**config.mk**
```make
export PLATFORM = sky130hd
export DESIGN_NAME = tnew_scoreboard
export DESIGN_NICKNAME = d
export VERILOG_FILES = /design/src/rtl/tnew_pkg.sv /design/src/rtl/tnew_decode.sv /design/src/rtl/tnew_scoreboard.sv
export SDC_FILE = /design/constraint.sdc
export NUM_CORES = 1
export LEC_CHECK = 0
export CAP_MARGIN = 20
export CORE_MARGIN = 1
export CORE_UTILIZATION = 25
export CTS_CLUSTER_SIZE = 10
export DETAILED_ROUTE_END_ITERATION = 8
export PLACE_DENSITY = 0.42
export REMOVE_ABC_BUFFERS = 1
export SLEW_MARGIN = 20
export SYNTH_ARGS = -nofsm -noshare
export SYNTH_HDL_FRONTEND = slang
export SYNTH_HIERARCHICAL = 1
export SYNTH_SLANG_ARGS = --single-unit
```
**constraint.sdc**
```tcl
create_clock -name clk -period 4.1 [get_ports clk]
set_input_delay 0.82 -clock clk [delete_from_list [all_inputs] [get_ports clk]]
set_output_delay 0.82 -clock clk [all_outputs]
set_load 0.005 [all_outputs]
```
**src/rtl/tnew_pkg.sv**
```systemverilog
// Shared decode constants, Tnew/Tuse classes, scoreboard entry layout and forward-select encoding.
// Pure definitions: no latency and no flow control.
package tnew_pkg;

    localparam logic [5:0] OP_RTYPE = 6'b000000;
    localparam logic [5:0] OP_ORI   = 6'b001101;
    localparam logic [5:0] OP_ADDI  = 6'b001000;
    localparam logic [5:0] OP_LUI   = 6'b001111;
    localparam logic [5:0] OP_LW    = 6'b100011;
    localparam logic [5:0] OP_SW    = 6'b101011;
    localparam logic [5:0] OP_BEQ   = 6'b000100;
    localparam logic [5:0] OP_J     = 6'b000010;
    localparam logic [5:0] OP_JAL   = 6'b000011;

    localparam logic [5:0] FN_ADD   = 6'b100000;
    localparam logic [5:0] FN_SUB   = 6'b100010;
    localparam logic [5:0] FN_AND   = 6'b100100;
    localparam logic [5:0] FN_JR    = 6'b001000;

    localparam int TNEW_LINK  = 0;
    localparam int TNEW_ALU   = 1;
    localparam int TNEW_LOAD  = 2;
    localparam int TUSE_BR    = 0;
    localparam int TUSE_ALU   = 1;
    localparam int TUSE_STORE = 2;
    localparam int REG_RA     = 31;

    // Entry fields are sized for the widest supported parameters; narrower
    // instances zero-extend into them.
    localparam int REGW_MAX = 8;
    localparam int TW_MAX   = 4;

    typedef struct packed {
        logic                vld;
        logic [REGW_MAX-1:0] dst;
        logic [TW_MAX-1:0]   tnew;
    } entry_t;

    localparam int         FWD_W  = 3;
    localparam logic [2:0] FWD_RF = 3'd0;

    function automatic logic [FWD_W-1:0] fwd_sel(input int stage);
        return FWD_W'(stage + 1);
    endfunction

    function automatic int tuse_none(input int tw);
        return (1 << tw) - 1;
    endfunction

endpackage

```
**src/rtl/tnew_decode.sv**
```systemverilog
// Combinational op/funct decode to write target, Tnew and per-operand Tuse.
// Zero latency; no flow control.
module tnew_decode
    import tnew_pkg::*;
#(
    parameter int REGW = 5,
    parameter int TW   = 2
) (
    input  logic [5:0]      op,
    input  logic [5:0]      funct,
    input  logic [REGW-1:0] rt,
    input  logic [REGW-1:0] rd,
    output logic [REGW-1:0] dst,
    output logic [TW-1:0]   tnew,
    output logic [TW-1:0]   tuse_rs,
    output logic [TW-1:0]   tuse_rt
);

    localparam logic [TW-1:0] NONE = TW'(tuse_none(TW));

    always_comb begin
        dst     = '0;
        tnew    = '0;
        tuse_rs = NONE;
        tuse_rt = NONE;
        case (op)
            OP_RTYPE: begin
                case (funct)
                    FN_ADD, FN_SUB, FN_AND: begin
                        dst     = rd;
                        tnew    = TW'(TNEW_ALU);
                        tuse_rs = TW'(TUSE_ALU);
                        tuse_rt = TW'(TUSE_ALU);
                    end
                    FN_JR:   tuse_rs = TW'(TUSE_BR);
                    default: ;
                endcase
            end
            OP_ORI, OP_ADDI: begin
                dst     = rt;
                tnew    = TW'(TNEW_ALU);
                tuse_rs = TW'(TUSE_ALU);
            end
            OP_LUI: begin
                dst  = rt;
                tnew = TW'(TNEW_ALU);
            end
            OP_LW: begin
                dst     = rt;
                tnew    = TW'(TNEW_LOAD);
                tuse_rs = TW'(TUSE_ALU);
            end
            OP_SW: begin
                tuse_rs = TW'(TUSE_ALU);
                tuse_rt = TW'(TUSE_STORE);
            end
            OP_BEQ: begin
                tuse_rs = TW'(TUSE_BR);
                tuse_rt = TW'(TUSE_BR);
            end
            OP_JAL: begin
                dst  = REGW'(REG_RA);
                tnew = TW'(TNEW_LINK);
            end
            default: ;
        endcase
    end

endmodule

```
**src/rtl/tnew_scoreboard.sv**
```systemverilog
// Tnew/Tuse hazard scoreboard: D-stage stall plus D- and E-stage forward selects.
// Outputs are combinational from current state; stall holds D and injects an E bubble, stages below E always advance.
module tnew_scoreboard
    import tnew_pkg::*;
#(
    parameter int NSTAGE = 3,
    parameter int REGW   = 5,
    parameter int TW     = 2
) (
    input  logic            clk,
    input  logic            reset,
    input  logic            d_valid,
    input  logic [5:0]      d_op,
    input  logic [5:0]      d_funct,
    input  logic [REGW-1:0] d_rs,
    input  logic [REGW-1:0] d_rt,
    input  logic [REGW-1:0] d_rd,
    input  logic            flush,
    output logic            stall,
    output logic [2:0]      fwd_d_rs,
    output logic [2:0]      fwd_d_rt,
    output logic [2:0]      fwd_e_rs,
    output logic [2:0]      fwd_e_rt
);

    localparam logic [TW-1:0] NONE = TW'(tuse_none(TW));

    typedef struct packed {
        logic              hit;
        logic [FWD_W-1:0]  sel;
        logic [TW_MAX-1:0] tnew;
    } look_t;

    logic [REGW-1:0] dec_dst;
    logic [TW-1:0]   dec_tnew;
    logic [TW-1:0]   dec_tuse_rs;
    logic [TW-1:0]   dec_tuse_rt;

    entry_t [NSTAGE-1:0] sb_q, sb_d;
    logic [REGW-1:0]     e_rs_q, e_rs_d, e_rt_q, e_rt_d;

    look_t look_d_rs, look_d_rt, look_e_rs, look_e_rt;
    logic  stall_rs, stall_rt, bubble;

    tnew_decode #(
        .REGW (REGW),
        .TW   (TW)
    ) u_decode (
        .op      (d_op),
        .funct   (d_funct),
        .rt      (d_rt),
        .rd      (d_rd),
        .dst     (dec_dst),
        .tnew    (dec_tnew),
        .tuse_rs (dec_tuse_rs),
        .tuse_rt (dec_tuse_rt)
    );

    // Scan oldest to youngest so the youngest match overwrites any older one.
    function automatic look_t lookup(input entry_t [NSTAGE-1:0] sb,
                                     input logic [REGW-1:0] r, input int lo);
        look_t res;
        res = '0;
        for (int i = NSTAGE - 1; i >= 0; i--) begin
            if (i >= lo && sb[i].vld && sb[i].dst != '0 && sb[i].dst == REGW_MAX'(r)) begin
                res.hit  = 1'b1;
                res.sel  = fwd_sel(i);
                res.tnew = sb[i].tnew;
            end
        end
        return res;
    endfunction

    always_comb begin
        look_d_rs = lookup(sb_q, d_rs, 0);
        look_d_rt = lookup(sb_q, d_rt, 0);
        look_e_rs = lookup(sb_q, e_rs_q, 1);
        look_e_rt = lookup(sb_q, e_rt_q, 1);

        stall_rs = d_valid && look_d_rs.hit && (dec_tuse_rs != NONE) &&
                   (look_d_rs.tnew > TW_MAX'(dec_tuse_rs));
        stall_rt = d_valid && look_d_rt.hit && (dec_tuse_rt != NONE) &&
                   (look_d_rt.tnew > TW_MAX'(dec_tuse_rt));
        stall    = stall_rs | stall_rt;

        fwd_d_rs = (d_valid && !stall && look_d_rs.hit && look_d_rs.tnew == '0) ? look_d_rs.sel : FWD_RF;
        fwd_d_rt = (d_valid && !stall && look_d_rt.hit && look_d_rt.tnew == '0) ? look_d_rt.sel : FWD_RF;
        fwd_e_rs = (look_e_rs.hit && look_e_rs.tnew == '0) ? look_e_rs.sel : FWD_RF;
        fwd_e_rt = (look_e_rt.hit && look_e_rt.tnew == '0) ? look_e_rt.sel : FWD_RF;
    end

    always_comb begin
        bubble = stall | flush | !d_valid;

        sb_d[0] = '0;
        if (!bubble) begin
            sb_d[0].vld  = 1'b1;
            sb_d[0].dst  = REGW_MAX'(dec_dst);
            sb_d[0].tnew = TW_MAX'(dec_tnew);
        end
        for (int i = 1; i < NSTAGE; i++) begin
            sb_d[i] = sb_q[i-1];
            if (sb_q[i-1].tnew != '0) begin
                sb_d[i].tnew = sb_q[i-1].tnew - TW_MAX'(1);
            end
        end

        e_rs_d = bubble ? '0 : d_rs;
        e_rt_d = bubble ? '0 : d_rt;
    end

    always_ff @(posedge clk) begin
        if (reset) begin
            sb_q   <= '0;
            e_rs_q <= '0;
            e_rt_q <= '0;
        end else begin
            sb_q   <= sb_d;
            e_rs_q <= e_rs_d;
            e_rt_q <= e_rt_d;
        end
    end

endmodule

```
==> metrics.md <==
| Metric | Value |
|---|---|
| Status | `finished, violations left` |
| Failing checks | `setup timing` |
| Initial core utilization | `between 20% and 30%` |
| M1 GR Usage | `20.7%` |
| CTS sink count | `37` |
| Worst Skew | `roughly 0.0061 ns` |
| First-pass detailed-route iteration total | `6` |
| 1st-iter DRT viols | `44` |
| Max_cap viols | `0` |
| WS Path Type | `primary input to output pin` |
| Final slew viol count | `0` |
| Max Clk Rate | `approximately 230 MHz` |
| Synth cell types | `between 50 and 60` |
| GRT Total Usage | `15.7%` |
| Critical path arrival | `approximately 3.4 ns` |
| Top Ports | `44` |
| Hpwl dp | `between 6 and 7 mm` |
| Worst hold margin | `0.494 ns` |
| Avg Inst Size Synth | `8.21 um2` |
| Async S/R FF share, synth | `0%` |
| Max_slew headroom | `49.5%` |
| Least-Margin Pin Slew | `0.751 ns` |
| Final min period | `4.26 ns` |
| Internal reg-to-reg setup slack | `around 0.95 ns` |
| Hold crit path type | `flip-flop to flip-flop` |
| Worst-path fanout max | `5` |
| P per Cell Area | `187 mW/mm2` |
| Worst VDD drop | `0.104 mV` |
| Routing usage on met3 | `3.15%` |
| ANT nets after route | `0` |
| Post-synthesis to final-layout area growth | `59.2%` |
| Largest net degree at the start of global routing | `20` |
| Hold Vio Cnt, Final | `0` |
| Final number of setup-violating endpoints | `5` |
| IO Port Bufs | `39` |
| Vias in the first global route | `between 2000 and 3000` |
| Worst R2R Start | `sb_d[31]$_SDFF_PP0_` |
| Via/cell ratio | `4.62` |
| Diode count | `0` |
| CTS tree | `built` |
| Yosys reg bits | `37` |
| Main synth FF type | `dfxtp_1` |
| Number of nets in the layout | `466` |
| Most frequent cells in the layout | `buf_4, dfxtp_1, xnor2_1` |
| Critical Path RT | `3.28 ns` |
| Gr ovfl total | `0` |
| Period utilization | `104%` |
| Most frequent CP cell | `o311ai_4` |
| First-pass GRT wire length | `around 13 mm` |
| Total wire length | `roughly 8.3 mm` |
| Lkg Pwr | `~1.7 nW` |
| Met2 usage | `26.7%` |
| H-tree depth | `2` |
| Die ar. | `0.0108 mm2` |
| EDFF count, synth | `0` |
| Most common cell after layout, fill and taps aside | `buf_4` |
| CP delay by family, top | `simple AND/OR/NAND/NOR gates` |
| Cells along the critical path | `buf_8 > or2_4 > or4_4 > nor2_4 > o32ai_2 > inv_1 > ha_4 > nor2b_4 > o21ai_4 > o311ai_4 > o311ai_4 > o22ai_4 > buf_6 > nor4_4 > buf_2` |
| Initial antenna violation count | `0` |
| WL/cell | `14.8 um` |
| Critical path's largest stage delay | `0.54 ns` |
| R2R Path End | `e_rt_q[0]$_SDFF_PP0_` |
| Hold Path Depth | `1` |
| Die Width | `104 um` |
| Clock latency at the later pin of the worst-skew pair | `0.29 ns` |
| GPL Wtd Cong | `~0.85` |
| Synth Cell Area | `0.00258 mm2` |
| Critical path launch point type | `primary input` |
| CP bufs+invs | `4` |
| RSZ-0062 raised after global routing | `true` |
| Fraction of layout cells with a size suffix above 1 | `between 40% and 50%` |
| WHS Endpoint | `sb_q[38]$_SDFF_PP0_` |
| Synth Instances | `315` |
| Worst hold start | `sb_d[38]$_SDFF_PP0_` |
| Synth warnings | `6` |
| Maximum clock path buffer count | `2` |
| Routed vias | `2600` |
| Worst path slowest cell | `or4_4` |
| Seq/Total Area, Yosys | `28.7%` |
| DRC viols | `0` |
| Clk pin slew, worst setup/hold paths | `0.08 ns` |
| CTS Buf Count | `5` |
| Placeable Area | `around 0.01 mm2` |
| Die Ht | `104 um` |
| Root buffer cell | `clkbuf_8` |
| R2R cell count | `17` |
| Gr busiest metal | `met2` |
| Setup crit end kind | `output pin` |
| Setup ws final | `-0.163 ns` |
| # rows | `36` |
| Pwr Total | `0.771 mW` |
-- worst max-delay path by stage --
stage                       end  startpoint  cells past startpoint
finish              fwd_d_rs[0]     d_op[1]                     15
global route        fwd_d_rs[0]     d_rt[0]                     16
CTS                 fwd_d_rs[0]     d_op[4]                     15
detailed placement  fwd_d_rt[0]     d_rt[2]                     15
global placement    fwd_d_rs[1]     d_rt[2]                     15
floorplan           fwd_d_rt[1]     d_op[5]                     12
-- report_power, final --
group          total, mW  leakage [nW]  internal, mW  switching, mW
Sequential         0.372         0.300         0.365        0.00631
Combinational      0.149          1.39        0.0815         0.0676
Clock              0.250        0.0450         0.118          0.132
-- timing repair --
action	in CTS	in global routing
endpoints found under the setup margin	5	5
gates resized for setup	115	52
setup buffers	10	7
hold buffers	0	0
pin swaps	28	33
-- cells by family after synthesis --
family / synth area share, %
other cells: 0.145
compound gates: 12.6
buf+inv: 6.68
xor+xnor: 17.3
flops: 28.7
simple gates: 31.3
mux: 0.387
fa+ha+maj: 2.90
-- layer usage --
layer	wire, um	up-vias
met3	237	9
met2	4020	49
met5	0	-
met1	3980	1217
li1	-	1325
met4	85	0
-- area by class of cell --
| cell class | count | area [um2] |
|---|---|---|
| tap | 133 | 166 |
| multi-input combinational | 250 | 2060 |
| clock buffer | 6 | 72.6 |
| inverter | 7 | 26.3 |
| fill | 1018 | 5790 |
| clock inverter | 2 | 10.0 |
| sequential | 37 | 741 |
| timing repair buffer | 128 | 1040 |
-- Yosys cell counts (all sizes together) (2+ instances only) --
master  number  area [um2]
a221o        5        56.3
nand2       17        63.8
nor4b        2        17.5
nor2        35         139
or3          6        38.8
nor3         9        50.1
nand4        5        31.3
buf         15         109
or4          7        60.1
a21oi        8        40.0
inv          7        26.3
ha           6        75.1
xnor2       45         394
a31oi        3        18.8
a21o         2        15.0
nand3       29         145
o311ai       2        35.0
nor4         9        71.3
a21boi       2        15.0
nor3b        2        15.0
xor2         6        52.6
o21ai        8        47.6
nor2b       13        81.3
clkbuf      10        37.5
o22ai        2        18.8
dfxtp       37         741
nand2b       2        12.5
and2         2        12.5
or2          2        15.0
-- state kept, by name, summed over array words and instances, names as in the netlist --
name    cells
sb_q       15
e_rs_q      5
e_rt_q      5
sb_d       12
-- through the flow --
stage	instance area, um2	instances	utilization (%)	TNS, ns	setup slack, ns
finish	4120	563	41.5	-0.550	-0.163
global route	4120	563	41.5	-1.16	-0.296
CTS	3820	556	38.6	-0.991	-0.243
detailed placement	3550	538	35.8	-5.65	-1.21
global placement	3550	538	35.8	-5.57	-1.21
floorplan	2450	294	-	-0.364	-0.158
No activity file was read; power rests on OpenSTA's default activity.
